==> src/rtl/bus_arbiter.sv <==
// Two-port round-robin arbiter driving a strobed peripheral bus.
// Each transaction runs IDLE -> SETUP -> STROBE -> HOLD -> ACK -> IDLE.
module bus_arbiter #(
   parameter int unsigned SETUP_CYCLES  = 1,
   parameter int unsigned STROBE_CYCLES = 4,
   parameter int unsigned HOLD_CYCLES   = 1
) (
   input  logic        clk,
   input  logic        reset,
   input  logic        req0,
   input  logic        req1,
   input  logic        we0,
   input  logic        we1,
   input  logic [15:0] addr0,
   input  logic [15:0] addr1,
   input  logic [7:0]  wdata0,
   input  logic [7:0]  wdata1,
   output logic        ack0,
   output logic        ack1,
   output logic [7:0]  rdata0,
   output logic [7:0]  rdata1,
   output logic [15:0] address_bus,
   output logic        write_strobe_b,
   output logic        read_strobe_b,
   output logic [7:0]  data_out,
   output logic        data_oe,
   input  logic [7:0]  data_in,
   output logic        busy
);

   typedef enum logic [2:0] {
      IDLE   = 3'd0,
      SETUP  = 3'd1,
      STROBE = 3'd2,
      HOLD   = 3'd3,
      ACK    = 3'd4
   } state_t;

   // Phase counter is loaded with length-1 and the phase ends when it reads zero.
   localparam logic [3:0] SETUP_LOAD  = 4'(SETUP_CYCLES - 1);
   localparam logic [3:0] STROBE_LOAD = 4'(STROBE_CYCLES - 1);
   localparam logic [3:0] HOLD_LOAD   = 4'(HOLD_CYCLES - 1);

   state_t      state;
   state_t      state_nxt;
   logic [3:0]  cnt;
   logic [3:0]  cnt_nxt;
   logic        last_grant;
   logic        grant_go;
   logic        grant_port;
   logic        lat_port;
   logic        lat_we;
   logic [15:0] lat_addr;
   logic [7:0]  lat_wdata;
   logic        we_nxt;
   logic        port_nxt;
   logic        sample_rd;
   logic        write_strobe_b_nxt;
   logic        read_strobe_b_nxt;
   logic        data_oe_nxt;
   logic        busy_nxt;
   logic        ack0_nxt;
   logic        ack1_nxt;

   // NOTE: every signal written here gets a default first so no latch is inferred.
   always_comb begin
      state_nxt  = state;
      cnt_nxt    = cnt;
      grant_go   = 1'b0;
      grant_port = 1'b0;
      sample_rd  = 1'b0;

      case (state)
         IDLE: begin
            if (req0 || req1) begin
               grant_go   = 1'b1;
               grant_port = (req0 && req1) ? ~last_grant : req1;
               state_nxt  = SETUP;
               cnt_nxt    = SETUP_LOAD;
            end
         end
         SETUP: begin
            if (cnt == 4'd0) begin
               state_nxt = STROBE;
               cnt_nxt   = STROBE_LOAD;
            end else begin
               cnt_nxt = cnt - 4'd1;
            end
         end
         STROBE: begin
            if (cnt == 4'd0) begin
               sample_rd = ~lat_we;
               state_nxt = HOLD;
               cnt_nxt   = HOLD_LOAD;
            end else begin
               cnt_nxt = cnt - 4'd1;
            end
         end
         HOLD: begin
            if (cnt == 4'd0) begin
               state_nxt = ACK;
               cnt_nxt   = 4'd0;
            end else begin
               cnt_nxt = cnt - 4'd1;
            end
         end
         ACK: begin
            state_nxt = IDLE;
         end
         default: begin
            state_nxt = IDLE;
            cnt_nxt   = 4'd0;
         end
      endcase

      // Outputs are registered from the next state so the external strobes never glitch.
      we_nxt   = grant_go ? (grant_port ? we1 : we0) : lat_we;
      port_nxt = grant_go ? grant_port : lat_port;

      write_strobe_b_nxt = ~((state_nxt == STROBE) && we_nxt);
      read_strobe_b_nxt  = ~((state_nxt == STROBE) && !we_nxt);
      data_oe_nxt        = we_nxt && ((state_nxt == SETUP) || (state_nxt == STROBE) ||
                                      (state_nxt == HOLD));
      busy_nxt           = (state_nxt != IDLE);
      ack0_nxt           = (state_nxt == ACK) && !port_nxt;
      ack1_nxt           = (state_nxt == ACK) && port_nxt;
   end

   // NOTE: sequential state uses non-blocking assignments only.
   always_ff @(posedge clk) begin
      if (reset) begin
         state          <= IDLE;
         cnt            <= 4'd0;
         last_grant     <= 1'b1;
         lat_port       <= 1'b0;
         lat_we         <= 1'b0;
         lat_addr       <= 16'h0000;
         lat_wdata      <= 8'h00;
         // NOTE: read-data registers are visible outputs, so they are reset like control state.
         rdata0         <= 8'h00;
         rdata1         <= 8'h00;
         write_strobe_b <= 1'b1;
         read_strobe_b  <= 1'b1;
         data_oe        <= 1'b0;
         busy           <= 1'b0;
         ack0           <= 1'b0;
         ack1           <= 1'b0;
      end else begin
         state <= state_nxt;
         cnt   <= cnt_nxt;

         if (grant_go) begin
            last_grant <= grant_port;
            lat_port   <= grant_port;
            lat_we     <= grant_port ? we1 : we0;
            lat_addr   <= grant_port ? addr1 : addr0;
            lat_wdata  <= grant_port ? wdata1 : wdata0;
         end

         if (sample_rd) begin
            if (lat_port) begin
               rdata1 <= data_in;
            end else begin
               rdata0 <= data_in;
            end
         end

         write_strobe_b <= write_strobe_b_nxt;
         read_strobe_b  <= read_strobe_b_nxt;
         data_oe        <= data_oe_nxt;
         busy           <= busy_nxt;
         ack0           <= ack0_nxt;
         ack1           <= ack1_nxt;
      end
   end

   assign address_bus = lat_addr;
   assign data_out    = lat_wdata;

endmodule

==> config.mk <==
export PLATFORM = sky130hd
export DESIGN_NAME = bus_arbiter
export DESIGN_NICKNAME = d
export VERILOG_FILES = /design/src/rtl/bus_arbiter.sv
export SDC_FILE = /design/constraint.sdc
export NUM_CORES = 1
export LEC_CHECK = 0
export BUFFER_PORTS_ARGS = -buffer_cell sky130_fd_sc_hd__clkbuf_2
export CELL_PAD_IN_SITES_DETAIL_PLACEMENT = 1
export CELL_PAD_IN_SITES_GLOBAL_PLACEMENT = 1
export CORE_ASPECT_RATIO = 1.5
export CORE_MARGIN = 3
export CORE_UTILIZATION = 37
export CTS_BUF_LIST = sky130_fd_sc_hd__clkbuf_2 sky130_fd_sc_hd__clkbuf_4 sky130_fd_sc_hd__clkbuf_8
export CTS_CLUSTER_DIAMETER = 120
export DETAILED_ROUTE_END_ITERATION = 7
export GPL_TIMING_DRIVEN = 0
export HOLD_SLACK_MARGIN = 0.05
export PLACE_DENSITY = 0.87
export SYNTH_ARGS = -nofsm -noshare
export SYNTH_HDL_FRONTEND = slang
export SYNTH_SLANG_ARGS = --single-unit
==> constraint.sdc <==
create_clock -name clk -period 2.6 [get_ports clk]
set_input_delay 0.39 -clock clk [delete_from_list [all_inputs] [get_ports clk]]
set_output_delay 0.39 -clock clk [all_outputs]
set_load 0.01 [all_outputs]
==> impl_results.md <==
* Crit path launch type: flip-flop
* Area share of fa/ha/maj cells after synthesis at 1.08%
* Met3 Use GR at 3.90%
* Worst hold path stage count at 3
* HP Class: in -> reg
* Synthesized-area fraction occupied by and/or/nand/nor cells at 20.6%
* Slew headroom at 62.3%
* R2R depth at 7
* Leak at 1.50 nW
* Num CTS Buffers at 5
* RePlAce Congestion at 0.803
* Commonest non-fill, non-tap cell in the layout: clkbuf_2
* RR Endpoint: rdata0[3]$_SDFFE_PP0P_
* Hold-fix buffers at CTS at 0
* Post-Syn Instances at 263
* Largest net degree at the start of global routing at 17
* Internal at 2.03 mW
* Highest-count cells in the layout ignoring fill and taps: clkbuf_2 (107), dfxtp_1 (56), nor2_1 (46), nand2_1 (34), a21oi_1 (31)
* First-pass GRT wire length at 11.3 mm
* # clock sinks at 56
* Net Sw Frac at 39.5%
* CP endpoint kind: flip-flop
* Die area at 7240 sq um
* Cell chain of the critical path: inv_1 > ha_1 > nor3b_2 > and4b_1 > buf_4 > mux2i_1 > nor2_1
* Global-route met1 utilization at 22.0%
* Synthesis-to-layout area growth at 31.9%
* CP max FO at 8
* Synth Net Count at 327
* Final wirelength at 6.72 mm
* Hold Vio Cnt, Final at 0
* Comb pwr share at 44.1%
* Max-slew violations at 0
* Post-CTS setup buffers at 0
* Vias/cell at 5.08
* Layout cell share with drive strength beyond 1 at 35.4%
* Worst-Skew Late Latency at 0.31 ns
* Register bit total from synthesis at 56
* GRT met2 Usage at 35.7%
* Dpl hpwl at 5.33 mm
* Worst-path clk slew at 0.10 ns
* GRT Max-Usage Layer: met2
* Fmax achieved at 513 MHz
* Antenna violations before repair at 0
* Vias in the first global route at 2387
* CP required at 2.78 ns
* WP data arrival at 2.13 ns
* IO Port Bufs at 107
* Setup tns final at 0 ns
* Maximum root-to-sink buffer count at 2
* Area after DPL at 2930 sq um
* CTS H-tree lvls at 2
* Drt pass-1 iters at 4
* Synth unique cells at 35
* Main combinational cell family by area after synthesis: simple AND/OR/NAND/NOR gates
* Crit path kind: reg -> reg
* DRC viols at 0
* Clock network fraction of design power at 16.9%
* GRT Overall Usage at 19.1%
* Power Density at 1100 nW/um^2
* Total Nets Final at 441
* XOR/XNOR Fraction of Synth Area at 0%
* RR Startpoint: cnt[0]$_SDFFE_PP0P_
* Peak VDD IR at 0.000436 V
* Mean post-synth cell area at 8.77 sq um
* Result of the run: complete, no violations
* Initial Util at 39.0%
* Grt total ovfl at 0
* Fraction of the yosys area taken by sequential cells at 48.6%
* Slew @ Worst Pin at 0.561 ns
* Die height at 103 um
* Final setup fails at 0
* Hold path endpoint: data_out[7]$_SDFFE_PP0P_
* Final period util at 75.0%
* Mux share of post-synthesis cell area at 7.81%
* MaxCap Viol Count at 0
* Core footprint at 5910 sq um
* Yosys warns at 0
* Cell area after synthesis at 2310 sq um
* Tmin final at 1.95 ns
* Compound-gate portion of the synthesized area at 17.7%
* Worst Skew at 0.00578 ns
* P_sw at 1.32 mW
* Routed length per instance at 14.9 um
* Hold Path Origin: wdata0[7]
* Crit-path max cell delay at 0.41 ns
* Vias at 2285
* FP Rows at 34
* R2r setup slk at 0.65 ns
* Initial DRC count at 37
* Post-route ant nets at 0
* Fillers at 749
* Clock root buffer: clkbuf_8
* Antenna cells at 0
* Die width at 70.5 um
* Fin area at 3040 sq um
* RSZ-0062 raised after global routing: no
* I/O pin total at 108
* Flop pwr share at 38.9%
* Post_cts resized at 0
* CTS tree: built
* CP max-delay cell: nor3b_2
-- state kept, by name, summed over array words and instances (netlist names) --
signal,cells
rdata0,8
write_strobe_b,1
ack1,1
data_oe,1
rdata1,8
last_grant,1
data_out,8
busy,1
lat_we,1
cnt,4
address_bus,16
state,3
read_strobe_b,1
lat_port,1
ack0,1
-- routing by layer --
layer / wire [um] / vias to the layer above
met5: 0 / -
met4: 114 / 0
met2: 3450 / 83
met1: 2740 / 1052
met3: 415 / 9
li1: - / 1141
-- how the worst max path moves through the flow --
| stage | startpoint | endpoint | depth (start not counted) |
|---|---|---|---|
| detailed placement | cnt[0]$_SDFFE_PP0P_ | rdata0[3]$_SDFFE_PP0P_ | 7 |
| global placement | cnt[0]$_SDFFE_PP0P_ | rdata1[0]$_SDFFE_PP0P_ | 6 |
| finish | cnt[0]$_SDFFE_PP0P_ | rdata0[3]$_SDFFE_PP0P_ | 7 |
| CTS | cnt[0]$_SDFFE_PP0P_ | rdata0[3]$_SDFFE_PP0P_ | 7 |
| global route | cnt[0]$_SDFFE_PP0P_ | rdata1[0]$_SDFFE_PP0P_ | 6 |
| floorplan | cnt[0]$_SDFFE_PP0P_ | rdata0[6]$_SDFFE_PP0P_ | 7 |
-- cells by family after synthesis --
family / after synthesis
buffers and inverters: 20
adder cells (fa/ha/maj): 2
AND/OR/NAND/NOR: 102
multiplexers: 18
flip-flops: 56
AO/OA/AOI/OAI: 65
-- cell type report --
type / count / area [sq um] / area share [%]
plain buffers: 16 / 82.6 / 2.71
clock buffers: 6 / 76.3 / 2.51
clock inverters: 2 / 35.0 / 1.15
inverters: 4 / 15.0 / 0.493
multi-input cells: 187 / 1090 / 35.8
flip-flops and latches: 56 / 1120 / 36.8
well taps: 72 / 90.1 / 2.96
repair buffers: 107 / 536 / 17.6
-- power by group through the flow --
stage               Clock, mW  Sequential, mW  Combinational, mW
finish                  0.567            1.30               1.48
global route            0.630            1.34               1.67
CTS                     0.587            1.30               1.51
detailed placement          0            1.32               1.50
global placement            0            1.31               1.44
floorplan                   0            1.39              0.888
-- through the flow --
stage	hold WS (ns)	power (mW)	worst slack, ns	instances	util [%]
global placement	0.443	2.75	0.734	442	49.6
detailed placement	0.459	2.82	0.673	442	49.6
finish	0.296	3.35	0.650	450	51.5
CTS	0.286	3.40	0.637	450	51.5
floorplan	0.435	2.28	0.979	263	-
global route	0.300	3.63	0.454	450	51.5
-- Yosys cell counts --
library cell  instances  area share, %
nor3b_2               1           0.54
and2_1                2           0.54
buf_4                 4            1.3
nand3b_1              2           0.65
nor3_1                2           0.43
nor4_1                2           0.54
o31a_2                1           0.43
nor2b_1               2           0.54
o21ai_0               3           0.65
clkbuf_1              6           0.98
and3_1                1           0.27
inv_1                 4           0.65
nand4_2               1           0.54
a211oi_1             25            8.1
a31oi_1               1           0.27
nand3_1               1           0.22
ha_1                  2            1.1
or2_2                 1           0.27
or3b_4                1           0.49
nand2_1              34            5.5
a21oi_1              31            6.7
a22oi_1               1           0.33
mux2i_1              18            7.8
nor2_4                1           0.49
or3_1                 1           0.27
a211o_1               1           0.38
nand2b_1              1           0.27
or4b_2                1           0.43
nor2_1               46            7.5
dfxtp_1              56             49
or4b_4                1           0.60
o21ba_2               1           0.43
and4b_1               1           0.43
o32ai_1               1           0.38
buf_2                 6            1.3
-- critical path: cells and delay by family, from the launching register on --
kind / cells / cell delay, ns
fa+ha+maj: 1 / 0.18
buf+inv: 2 / 0.32
flops: 1 / 0.34
mux: 1 / 0.24
simple gates: 3 / 0.75
No activity file was read; power rests on OpenSTA's default activity.
